File: src/rtl/spi_target_to_streams1.sv
// SPI mode-0 target front end: oversamples SCK/CS_n/MOSI in the CLK domain and
// turns each transaction into a received byte stream plus a transmit byte pull.
module spi_target_to_streams1 #(
  parameter int unsigned SYNC_STAGES = 2,
  parameter logic [7:0]  FILL_BYTE   = 8'hFF
) (
  input  logic       CLK,
  input  logic       RESET,
  input  logic       SCK,
  input  logic       CS_n,
  input  logic       MOSI,
  output logic       MISO,
  output logic       MISO_OE,
  output logic [7:0] rx_data,
  output logic       rx_valid,
  input  logic       rx_ready,
  output logic       rx_last,
  input  logic [7:0] tx_data,
  input  logic       tx_valid,
  output logic       tx_ready,
  output logic       busy,
  output logic       overflow,
  output logic       underrun
);

  typedef enum logic [1:0] {HOLD_EMPTY, HOLD_OPEN, HOLD_LAST} hold_state_t;

  logic [SYNC_STAGES-1:0] sck_sr, cs_sr, mosi_sr, fill_sr;
  logic                   sck_prev, sck_s, cs_s, mosi_s;
  logic                   armed, ld_pend;
  logic [2:0]             bit_cnt;
  logic [7:0]             rx_shift, tx_shift, h_data, rx_byte, load_val;
  logic                   busy_d, start, stop, active, rise, fall;
  logic                   byte_done, load, o_free, move, move_last, store, drop;
  hold_state_t            hold_st, hold_nx;

  always_ff @(posedge CLK or posedge RESET) begin
    if (RESET) begin
      sck_sr   <= '0;
      cs_sr    <= '1;
      mosi_sr  <= '0;
      fill_sr  <= '0;
      sck_prev <= 1'b0;
    end else begin
      sck_sr   <= {sck_sr[SYNC_STAGES-2:0], SCK};
      cs_sr    <= {cs_sr[SYNC_STAGES-2:0], CS_n};
      mosi_sr  <= {mosi_sr[SYNC_STAGES-2:0], MOSI};
      fill_sr  <= {fill_sr[SYNC_STAGES-2:0], 1'b1};
      sck_prev <= sck_sr[SYNC_STAGES-1];
    end
  end

  always_comb begin
    sck_s     = sck_sr[SYNC_STAGES-1];
    cs_s      = cs_sr[SYNC_STAGES-1];
    mosi_s    = mosi_sr[SYNC_STAGES-1];
    busy_d    = ~cs_s & (busy | armed);
    start     = busy_d & ~busy;
    stop      = busy & ~busy_d;
    active    = busy & busy_d;
    rise      = active & sck_s & ~sck_prev;
    fall      = active & ~sck_s & sck_prev;
    byte_done = rise & (bit_cnt == 3'd7);
    load      = start | (fall & ld_pend);
    tx_ready  = load & tx_valid;
    load_val  = tx_valid ? tx_data : FILL_BYTE;
    rx_byte   = {rx_shift[6:0], mosi_s};
    MISO_OE   = busy;
  end

  // The reset value of the CS_n synchroniser reads as "high"; arming waits until
  // the pipeline holds real samples so a reset under a held-low CS_n stays idle.
  always_ff @(posedge CLK or posedge RESET) begin
    if (RESET) begin
      armed    <= 1'b0;
      busy     <= 1'b0;
      bit_cnt  <= '0;
      ld_pend  <= 1'b0;
      rx_shift <= '0;
      tx_shift <= '0;
      MISO     <= 1'b0;
      overflow <= 1'b0;
      underrun <= 1'b0;
    end else begin
      armed <= armed | (cs_s & fill_sr[SYNC_STAGES-1]);
      busy  <= busy_d;
      if (start || stop) begin
        bit_cnt <= '0;
        ld_pend <= 1'b0;
      end else if (rise) begin
        bit_cnt  <= bit_cnt + 3'd1;
        rx_shift <= rx_byte;
        if (bit_cnt == 3'd7) ld_pend <= 1'b1;
      end else if (fall && ld_pend) begin
        ld_pend <= 1'b0;
      end
      if (load) begin
        tx_shift <= load_val;
        MISO     <= load_val[7];
      end else if (fall) begin
        tx_shift <= {tx_shift[6:0], 1'b0};
        MISO     <= tx_shift[6];
      end else if (stop) begin
        MISO <= 1'b0;
      end
      if (start)     overflow <= 1'b0;
      else if (drop) overflow <= 1'b1;
      if (load && !tx_valid) underrun <= 1'b1;
      else if (start)        underrun <= 1'b0;
    end
  end

  // A completed byte waits in the hold slot until its last status is known; it
  // advances to the offer register only when that register is free or draining.
  always_comb begin
    o_free    = ~rx_valid | rx_ready;
    move      = o_free & ((hold_st == HOLD_LAST) | ((hold_st == HOLD_OPEN) & (rise | stop)));
    move_last = (hold_st == HOLD_LAST) | stop;
    store     = byte_done & ((hold_st == HOLD_EMPTY) | move);
    drop      = byte_done & ~store;
    hold_nx   = hold_st;
    if (store)                                hold_nx = HOLD_OPEN;
    else if (move)                            hold_nx = HOLD_EMPTY;
    else if ((hold_st == HOLD_OPEN) && stop)  hold_nx = HOLD_LAST;
  end

  always_ff @(posedge CLK or posedge RESET) begin
    if (RESET) hold_st <= HOLD_EMPTY;
    else       hold_st <= hold_nx;
  end

  always_ff @(posedge CLK or posedge RESET) begin
    if (RESET) begin
      h_data   <= '0;
      rx_data  <= '0;
      rx_valid <= 1'b0;
      rx_last  <= 1'b0;
    end else begin
      if (store) h_data <= rx_byte;
      if (move) begin
        rx_valid <= 1'b1;
        rx_data  <= h_data;
        rx_last  <= move_last;
      end else if (rx_ready) begin
        rx_valid <= 1'b0;
      end
    end
  end

endmodule

File: config.mk
export PLATFORM = sky130hd
export DESIGN_NAME = spi_target_to_streams1
export DESIGN_NICKNAME = d
export VERILOG_FILES = /design/src/rtl/spi_target_to_streams1.sv
export SDC_FILE = /design/constraint.sdc
export NUM_CORES = 1
export LEC_CHECK = 0
export BUFFER_PORTS_ARGS = -buffer_cell sky130_fd_sc_hd__buf_2
export CAP_MARGIN = 0
export CORE_MARGIN = 2
export CORE_UTILIZATION = 50
export CTS_CLUSTER_SIZE = 10
export DETAILED_ROUTE_END_ITERATION = 6
export PLACE_DENSITY = 0.77
export SYNTH_ARGS = -nofsm -noshare
export SYNTH_HDL_FRONTEND = slang
export SYNTH_SLANG_ARGS = --single-unit
File: constraint.sdc
create_clock -name CLK -period 2.6 [get_ports CLK]
set_input_delay 0.26 -clock CLK [delete_from_list [all_inputs] [get_ports CLK]]
set_output_delay 0.26 -clock CLK [all_outputs]
set_load 0.02 [all_outputs]
==> results.md, run 1 <==
* Register area share after synthesis at 55.1%
* Synth Area in Simple Gates at between 10% and 20%
* Worst Clk Skew at around 7.0 ps
* Crit-path max FO at 11
* Worst hold path type: primary input to register
* Initial Utilization at 51.1%
* RSZ-0062 raised after global routing: false
* DR pass1 iterations at 4
* Setup bufs post-CTS at 0
* Critical path type: register to output port
* Comb pwr share at between 10% and 20%
* Clock power share at roughly a third
* Crit path time final at between 2000 and 2500 ps
* Core area at around 4600 sq um
* Antenna violations before repair at 0
* Clock transition at path regs at approximately 90 ps
* Main combinational cell family by area after synthesis: compound AO/OA/AOI/OAI gates
* Most used DFF post-synth: dfrtp_1
* I/O Buffers at 30
* First DRT Iteration DRCs at approximately 170
* Vias in the first global route at about 1500
* Count leader, synth: dfrtp_1
* Final setup viols at 0
* First-pass GRT wire length at 7240 um
* Max Cap Viol at 0
* Clk sink count at 52
* Crit-path most repeated cell: nor2_1
* Distinct cells, synth at 39
* Period utilisation layout at between 90% and 100%
* Crit path DAT at approximately 2100 ps
* Die Y at approximately 73 um
* Adder-cell share of the synthesized area at around 2.6%
* Root buf cell: clkbuf_8
* Largest net degree at the start of global routing at 30
* CTS Buffer Depth at 2
* Dpl hpwl at 2970 um
* FF+latch count, synth at between 50 and 60
* Row count at 25
* YS warnings at 0
* XOR/XNOR Fraction of Synth Area at less than 1%
* Post-synth EDFFs at 0
* Vias per cell at around 5.6
* R2r startpoint: MISO_OE
* Power per standard cell area at around 790 nW/um^2
* Critical path endpoint category: output port
* Post-Syn Instances at 211
* Wire length per cell at about 15 um
* Slew @ Worst Pin at between 500 and 600 ps
* Fill cell count at 380
* Slew margin rel. at between 60% and 70%
* Syn_area_per_cell at between 10 and 15 sq um
* Routability congestion estimate at 0.785
* Total GRT Usage at around 18%
* Ant diodes at 0
* Outcome: complete, no violations
* Max VDD drop at 0.335 mV
* Final Max Slew Viols at 0
* Top-area cell type share of the netlist area at ~53%
* Worst-path cell chain: nor2_1, or2_2, inv_1, ha_1, a41oi_2, nor2_1, buf_2
* Die area at 5300 sq um
* Congestion Overflow GR at 0
* Clock buffer count from CTS at 5
* Antenna viol nets, final at 0
* CP startpoint: MISO_OE
* Achievable Freq at 418 MHz
* Clock latency on the worst-skew pair at between 300 and 400 ps
* Synth area leaders: dfrtp_1 53%, mux2_2 7.1%, nor3_1 4.0%, nor2_1 3.6%, o221a_1 3.3%
* Util after Layout at between 50% and 60%
* Layout cells sized above 1 at 27.3%
* Synth area leader: dfrtp_1
* Power Internal at between 1500 and 2000 uW
* Leak at 0.00126 uW
* Psw at about 570 uW
* Crit path largest cell delay at 440 ps
* Sw Ratio at 26.3%
* Fin. Hold Viols at 0
* Async S/R FF share, synth at between 90% and 100%
* Post-Route WL at between 4000 and 5000 um
* CP required at 2340 ps
* Via count at approximately 1600
* Hold_sp: CS_n
* Part of the power in registers at 47.1%
* I/O pin count at 31
* CP startpoint kind: register
* Area growth syn-to-layout at 15.5%
* Bufs and invs on worst path at 2
* Compound-Gate Fraction of Synth Area at ~15%
* Multiplexer share of the synthesized area at about 8.4%
* Final TNS setup at 0 ps
* Mapped Area at 2370 sq um
* TritonCTS clock tree: built
* Top cells by count, synth: 50 x dfrtp_1, 23 x nor2_1, 19 x nor3_1
* Mapped Nets at between 200 and 250
* H-tree lvl count at 2
* Final nets at between 200 and 300
* Die width at around 73 um
* DRC viols at 0
* Delay-heaviest family, CP: simple AND/OR/NAND/NOR gates
* Critical-path top delay cell: dfrtp_1
## sequential cells by signal, indices dropped and copies added (netlist names), 2 cells and up
signal and cells:
rx_shift 7, mosi_sr 2, h_data 8, bit_cnt 3, sck_sr 2, fill_sr 2, hold_st 2, rx_data 8
tx_shift 7, cs_sr 2
## path summary, 6_finish.rpt
check / endpoint / slack [ps] / cells after the start
max: tx_ready / 210 / 7
min: cs_sr[0] / 40 / 1
max reg2reg: rx_data[1] / 330 / 8
min reg2reg: mosi_sr[1] / 350 / 0
max in group asynchronous: rx_data[3] / 1350 / 4
min in group asynchronous: bit_cnt[1] / 520 / 3
## logic make-up (layout without fill, tap and decap cells)
logic type,after synthesis,count (layout)
AND/OR/NAND/NOR,64,64
flip-flops,52,52
AO/OA/AOI/OAI,47,47
buffers and inverters,23,54
multiplexers,18,18
adder cells (fa/ha/maj),5,5
other,1,1
XOR/XNOR,1,1
## stage by stage
stage	cell area (sq um)	worst slack, ps	cells	power, uW	hold slack (ps)
floorplan	2370	411	211	1280	264
global placement	2560	396	287	1400	314
detailed placement	2560	330	287	1410	324
CTS	2730	199	296	2160	34.7
global route	2730	77.6	296	2250	30.9
finish	2730	209	296	2150	41.5
## timing repair
item,4_1_cts,5_1_grt
hold endpoints to repair,21,0
hold buffers,1,0
gates resized for setup,1,0
setup endpoints to repair,1,0
## layout by cell type, fill, tap and decap left out, drive strengths merged, types with 4 or more instances in the layout
cell,Yosys,routed
dfrtp,50,50
buf,4,36
nor2,23,23
nor3,19,19
mux2,15,15
o21ai,9,9
a21oi,8,8
o22a,7,7
o221a,7,7
inv,7,7
nor4,5,5
ha,5,5
clkbuf,10,5
nor2b,4,4
## power groups by stage
| stage | Clock, uW | Combinational, uW | Sequential (uW) |
|---|---|---|---|
| 6_report | 753 | 386 | 1010 |
| 5_1_grt | 798 | 418 | 1030 |
| 4_1_cts | 760 | 391 | 1010 |
| 3_5_place_dp | 0 | 390 | 1020 |
| 3_3_place_gp | 0 | 380 | 1020 |
| 2_1_floorplan | 0 | 193 | 1090 |
## layer usage
layer / global-route usage [%] / vias to the layer above / part of all wire (%) / routed length (um)
li1: - / 821 / - / -
met1: 25.2 / 783 / 48 / 2110
met2: 26.3 / 37 / 46 / 1990
met3: 4.42 / 7 / 4.2 / 185
met4: 7.61 / 0 / 1.7 / 74
met5: 0 / - / 0 / 0
## cell type report
class	instances	area, sq um	area share [%]
multi-input cells	136	963	35.3
clock buffers	5	68.8	2.52
clock inverters	3	90.1	3.30
well taps	54	67.6	2.47
repair buffers	37	205	7.51
flip-flops and latches	52	1300	47.7
inverters	9	33.8	1.24
Note: power is estimated with default switching activity, not from simulation.
==> run 2, diff against run 1 <==
--- a/config.mk
+++ b/config.mk
@@ -9,6 +9,7 @@
 export CAP_MARGIN = 0
 export CORE_MARGIN = 2
 export CORE_UTILIZATION = 50
+export CTS_BUF_LIST = sky130_fd_sc_hd__clkbuf_4
 export CTS_CLUSTER_SIZE = 10
 export DETAILED_ROUTE_END_ITERATION = 6
 export PLACE_DENSITY = 0.77
==> constraint.sdc (replaced) <==
create_clock -name CLK -period 2.3 [get_ports CLK]
set_input_delay 0.23 -clock CLK [delete_from_list [all_inputs] [get_ports CLK]]
set_output_delay 0.23 -clock CLK [all_outputs]
set_load 0.02 [all_outputs]
==> run 2 against run 1 <==
The flow now finishes with violations (negative hold slack); clock skew rose by 8.8 ps; first-iteration DRC count rose by 34%; clock power fell by 16%; clock-buffer cell count rose by 1; critical path type unchanged.
==> results.md, run 2 (same netlist as run 1, synthesis figures left out) <==
* Outcome: finished with violations
* Failing checks: negative hold slack
* Crit path time final at ~2100 ps
* Core area at 4630 sq um (unchanged)
* Root buf cell: clkbuf_4
* Met1 WL at 2170 um (+2.8%)
* Via count at 1721 (+4.4%)
* Antenna violations before repair at 0 (unchanged)
* Crit-path max FO at 8 (-3)
* Placed Area at 2590 sq um (+1.5%)
* WP depth at 7 (unchanged)
* Routability congestion estimate at 0.798 (+1.6%)
* Critical path type: register to output port
* Clock latency on the worst-skew pair at 380 ps (+70 ps)
* Crit-path most repeated cell: nor2_1
* Critical path endpoint category: output port
* Final TNS setup at 0 ps (unchanged)
* Max layer used: met4
* CP startpoint: MISO_OE
* RSZ-0062 raised after global routing: false
* Achievable Freq at approximately 470 MHz
* Fin cells at 303 (+2.4%)
* Power per standard cell area at 807 nW/um^2 (+2.5%)
* FF-to-FF path depth at 8 (unchanged)
* Max VDD drop at 0.330 mV (-1.5%)
* Worst Clk Skew at 15.8 ps (+8.82 ps)
* Dpl hpwl at 3010 um (+1.5%)
* Clock transition at path regs at 150 ps (+60 ps)
* Bufs and invs on worst path at 2 (unchanged)
* Largest net degree at the start of global routing at 53 (+77%)
* Row count at 25 (unchanged)
* Max Cap Viol at 0 (unchanged)
* Setup bufs post-CTS at 0 (unchanged)
* Most frequent cells in the layout: 50 x dfrtp_1, 30 x buf_2, 23 x nor2_1
* Total GRT Usage at 19.1% (+1.2 points)
* TritonCTS clock tree: built
* I/O Buffers at 30 (unchanged)
* Wire length per cell at 14.8 um (+0.24%)
* Layout cells sized above 1 at 29.7% (+2.4 points)
* Worst hold path type: primary input to async pin
* Fin. Hold Viols at 4 (+4)
* Die area at 5300 sq um (unchanged)
* Clk sink count at 52 (unchanged)
* CTS Buffer Depth at 2 (unchanged)
* Crit path largest cell delay at 370 ps (-70 ps)
* Clock buffer count from CTS at 5 (unchanged)
* Crit path capture: tx_ready
* Met3 wire length at 162 um (-12%)
* Initial Utilization at 51.1% (unchanged)
* Delay-heaviest family, CP: simple AND/OR/NAND/NOR gates
* CP startpoint kind: register
* Crit path DAT at 1920 ps (-210 ps)
* First-pass GRT wire length at 7890 um (+9.0%)
* Period utilisation layout at about 93%
* WL met2 at 2080 um (+4.5%)
* Congestion Overflow GR at 0 (unchanged)
* DR pass1 iterations at 6 (+2)
* Final setup viols at 0 (unchanged)
* DRC viols at 0 (unchanged)
* Slew @ Worst Pin at 638 ps (+42.5 ps)
* H-tree lvl count at 2 (unchanged)
* Vias in the first global route at 1672 (+9.9%)
* Hold slack at -0.762 ps (-42.3 ps)
* Commonest non-fill, non-tap cell in the layout: dfrtp_1
* Final nets at 268 (+2.7%)
* Worst-path cell chain: nor2_1, or2_2, inv_1, ha_2, a41oi_4, nor2_1, buf_2
* Critical-path top delay cell: dfrtp_1
* Ant diodes at 0 (unchanged)
* I/O pin count at 31 (unchanged)
* Antenna viol nets, final at 0 (unchanged)
* Largest regs: h_data x8, rx_data x8
* R2R Path End: h_data[4]
* Die Y at 72.8 um (unchanged)
* First DRT Iteration DRCs at 234 (+34%)
* Vias per cell at 5.68 (+2.0%)
* R2r startpoint: MISO_OE
* Die width at 72.8 um (unchanged)
* DP Cell Count at 292 (+1.7%)
* Final Max Slew Viols at 0 (unchanged)
* Leak at 0.00127 uW (+0.80%)
* Design area at 2760 sq um (+0.87%)
* Slew margin rel. at 57.5% (-2.8 points)
* Area growth syn-to-layout at 16.5%
* CP required at 2070 ps (-270 ps)
* Post-Route WL at 4480 um (+2.6%)
* R2R Setup Slk at 180 ps (-150 ps)
==> run 2: power by group <==
group          switching, uW  leakage [uW]  internal (uW)  total (uW)
logic                    232      0.000567            220         452
registers                105      0.000648           1040        1140
clock network            281     0.0000559            351         632
total                    618       0.00127           1610        2230
==> run 2: layer usage <==
metal | track usage, % | vias to the layer above
li1 | - | 832
met1 | 28.8 | 850
met2 | 26.6 | 33
met3 | 5.39 | 6
met4 | 6.17 | 0
met5 | 0 | -
==> run 2: final cells by class <==
type                    instances  area [sq um]
well taps                      54          67.6
clock buffers                   6          45.0
fillers                       389          1870
multi-input cells             136           983
clock inverters                 2          60.1
inverters                       9          33.8
repair buffers                 44           263
flip-flops and latches         52          1300
==> run 2: how the worst min path moves through the flow <==
stage | depth (start not counted) | endpoint | slack (ps)
global route | 3 | rx_shift[6] | 50
detailed placement | 0 | fill_sr[1] | 340
CTS | 3 | rx_shift[6] | 10
floorplan | 0 | cs_sr[0] | 230
finish | 3 | rx_shift[6] | -0.8
global placement | 0 | fill_sr[1] | 330
==> run 2: worst reg2reg max path: stages (launching register included) <==
cell and delay, ps:
dfrtp_1 370, nor2_1 40, or2_2 280, inv_1 100, ha_2 260, nand4b_1 210, a21oi_1 330, a21oi_4 150
mux2_2 290
==> run 2: metrics by stage <==
step                setup slack, ps  total power, uW  utilization, %  hold WS, ps
floorplan                       122             1450               -          234
global placement                205             1590            56.0          332
detailed placement              123             1600            56.0          336
CTS                            14.6             2240            59.1         14.1
global route                   10.1             2330            59.5         52.0
finish                          152             2230            59.5       -0.762
==> run 2: what timing repair did <==
item                       in CTS  in global routing
gates resized for setup         1                  4
setup endpoints to repair       1                 16
hold endpoints to repair        3                  0
hold buffers                    3                  0
==> run 3, diff against run 2 <==
--- a/config.mk
+++ b/config.mk
@@ -12,7 +12,8 @@
 export CTS_BUF_LIST = sky130_fd_sc_hd__clkbuf_4
 export CTS_CLUSTER_SIZE = 10
 export DETAILED_ROUTE_END_ITERATION = 6
-export PLACE_DENSITY = 0.77
+export PLACE_DENSITY = 0.82
+export REMOVE_ABC_BUFFERS = 1
 export SYNTH_ARGS = -nofsm -noshare
 export SYNTH_HDL_FRONTEND = slang
 export SYNTH_SLANG_ARGS = --single-unit
==> run 3 against run 2 <==
Maximum frequency up 2.0%; die area did not move; largest power group unchanged; critical path depth up 1; the flow now finishes without violations; sequential power is essentially flat; first-iteration DRC count fell by 30%.
==> results.md, run 3 (same netlist as run 1, synthesis figures left out) <==
* Antenna viol nets, final at 0 (unchanged)
* Die area at 5300 sq um (unchanged)
* Total GRT Usage at 18.0% (-1.1 points)
* Period utilisation layout at 91.6% (-1.8 points)
* Most frequent cells in the layout: 50 x dfrtp_1, 30 x buf_2, 23 x nor2_1
* Largest net degree at the start of global routing at 28 (-47%)
* Final setup viols at 0 (unchanged)
* Critical path type: register to output port
* I/O pin count at 31 (unchanged)
* Initial Utilization at 51.1% (unchanged)
* Routability congestion estimate at 0.814 (+2.0%)
* Crit path DAT at 1880 ps (-40 ps)
* Antenna violations before repair at 0 (unchanged)
* Util after Layout at 58.7% (-0.81 points)
* Root buf cell: clkbuf_4
* Core area at 4630 sq um (unchanged)
* Outcome: complete, no violations
* CP required at 2070 ps (about the same)
* First-pass GRT wire length at 7510 um (-4.9%)
* Crit-path most repeated cell: nor2_1
* Fin. Hold Viols at 0 (-4)
* Row count at 25 (unchanged)
* Vias per cell at 5.59 (-1.6%)
* Clock latency on the worst-skew pair at 370 ps (about the same)
* Worst Setup Slack post-DPL at 167 ps (+43.9 ps)
* DRC viols at 0 (unchanged)
* Critical path endpoint category: output port
* First DRT Iteration DRCs at 164 (-30%)
* Die width at 72.8 um (unchanged)
* Placed Area at 2610 sq um (+0.77%)
* Via count at 1704 (-0.99%)
* Achievable Freq at 475 MHz (+2.0%)
* H-tree lvl count at 2 (unchanged)
* Max VDD drop at 0.370 mV (+12%)
* Wire length per cell at 14.5 um (-2.2%)
* Crit path largest cell delay at 370 ps (about the same)
* CP startpoint kind: register
* Final TNS setup at 0 ps (unchanged)
* RSZ-0062 raised after global routing: false
* Area growth syn-to-layout at 14.9%
* Crit-path max FO at 11 (+3)
* Design area at 2720 sq um (-1.4%)
* DR pass1 iterations at 4 (-2)
* Slew margin rel. at 62.2% (+4.8 points)
* Ant diodes at 0 (unchanged)
* Max Cap Viol at 0 (unchanged)
* Final Max Slew Viols at 0 (unchanged)
* Final nets at 270 (+0.75%)
* Congestion Overflow GR at 0 (unchanged)
* I/O Buffers at 30 (unchanged)
* Worst Clk Skew at 9.20 ps (-6.59 ps)
* CTS Buffer Depth at 2 (unchanged)
* Dpl hpwl at 3180 um (+5.5%)
* Vias in the first global route at 1628 (-2.6%)
* Leak at 0.00126 uW (-0.98%)
* Clock buffer count from CTS at 5 (unchanged)
* Commonest non-fill, non-tap cell in the layout: dfrtp_1
* Post-Route WL at 4410 um (-1.6%)
* Slew @ Worst Pin at 566 ps (-72.2 ps)
* Setup bufs post-CTS at 0 (unchanged)
* Post-route setup slack at 194 ps (+42.0 ps)
* Die Y at 72.8 um (unchanged)
* Clock transition at path regs at 130 ps (-20 ps)
* Power per standard cell area at 733 nW/um^2 (-9.2%)
* Clk sink count at 52 (unchanged)
* TritonCTS clock tree: built
* Critical-path top delay cell: dfrtp_1
* Layout cells sized above 1 at 28.3% (-1.4 points)
* Crit path time final at 2110 ps (-42.0 ps)
* Worst hold path type: primary input to register
* Largest regs: h_data x8, rx_data x8
* Worst-path cell chain: nor2_1, or2_2, inv_2, ha_4, a41oi_1, buf_4, nor2_1, buf_2
-- run 3: worst max-delay path, delay by kind of cell, from the launching register on --
family	cells	cell delay, ps
buf+inv	3	460
compound gates	1	110
fa+ha+maj	1	160
simple gates	3	420
flops	1	370
-- run 3: layout make-up --
class,instances,area (sq um)
Tap cell,54,67.6
Multi-Input combinational cell,136,968
Clock buffer,6,45.0
Inverter,9,33.8
Sequential cell,52,1300
Timing Repair Buffer,46,293
Clock inverter,2,7.51
Fill cell,390,1910
-- run 3: worst paths after layout --
path / from / endpoint / slack, ps / depth (start not counted)
max reg2reg: MISO_OE / h_data[7] / 280 / 8
min in group asynchronous: RESET / mosi_sr[0] / 440 / 3
max in group asynchronous: RESET / cs_sr[0] / 1250 / 4
min reg2reg: fill_sr[0] / fill_sr[1] / 360 / 0
max: MISO_OE / tx_ready / 190 / 8
min: tx_valid / underrun / 60 / 2
-- run 3: layer usage --
| layer | routed length (um) | vias up | GRT usage (%) | part of all wire [%] |
|---|---|---|---|---|
| met5 | 0 | - | 0 | 0 |
| met2 | 2130 | 39 | 27.9 | 48 |
| met1 | 2080 | 821 | 25.5 | 47 |
| met3 | 157 | 5 | 4.14 | 3.6 |
| li1 | - | 839 | - | - |
| met4 | 44 | 0 | 5.35 | 1.0 |
-- run 3: stage by stage --
step	cells	power [uW]	hold slack, ps
6_report	305	1990	56.1
3_3_place_gp	293	1590	327
2_1_floorplan	197	1450	234
4_1_cts	305	2000	50.6
5_1_grt	305	2090	50.5
3_5_place_dp	293	1610	318
-- run 3: what timing repair did --
| action | 4_1_cts | 5_1_grt |
|---|---|---|
| hold buffers | 4 | 0 |
| setup endpoints to repair | 0 | 5 |
| gates resized for setup | 0 | 3 |
| endpoints found under the hold margin | 29 | 0 |
-- run 3: where the power goes --
part / total [uW] / internal [uW] / switching [uW]
clock: 394 / 126 / 268
combinational: 458 / 224 / 234
sequential: 1140 / 1040 / 105
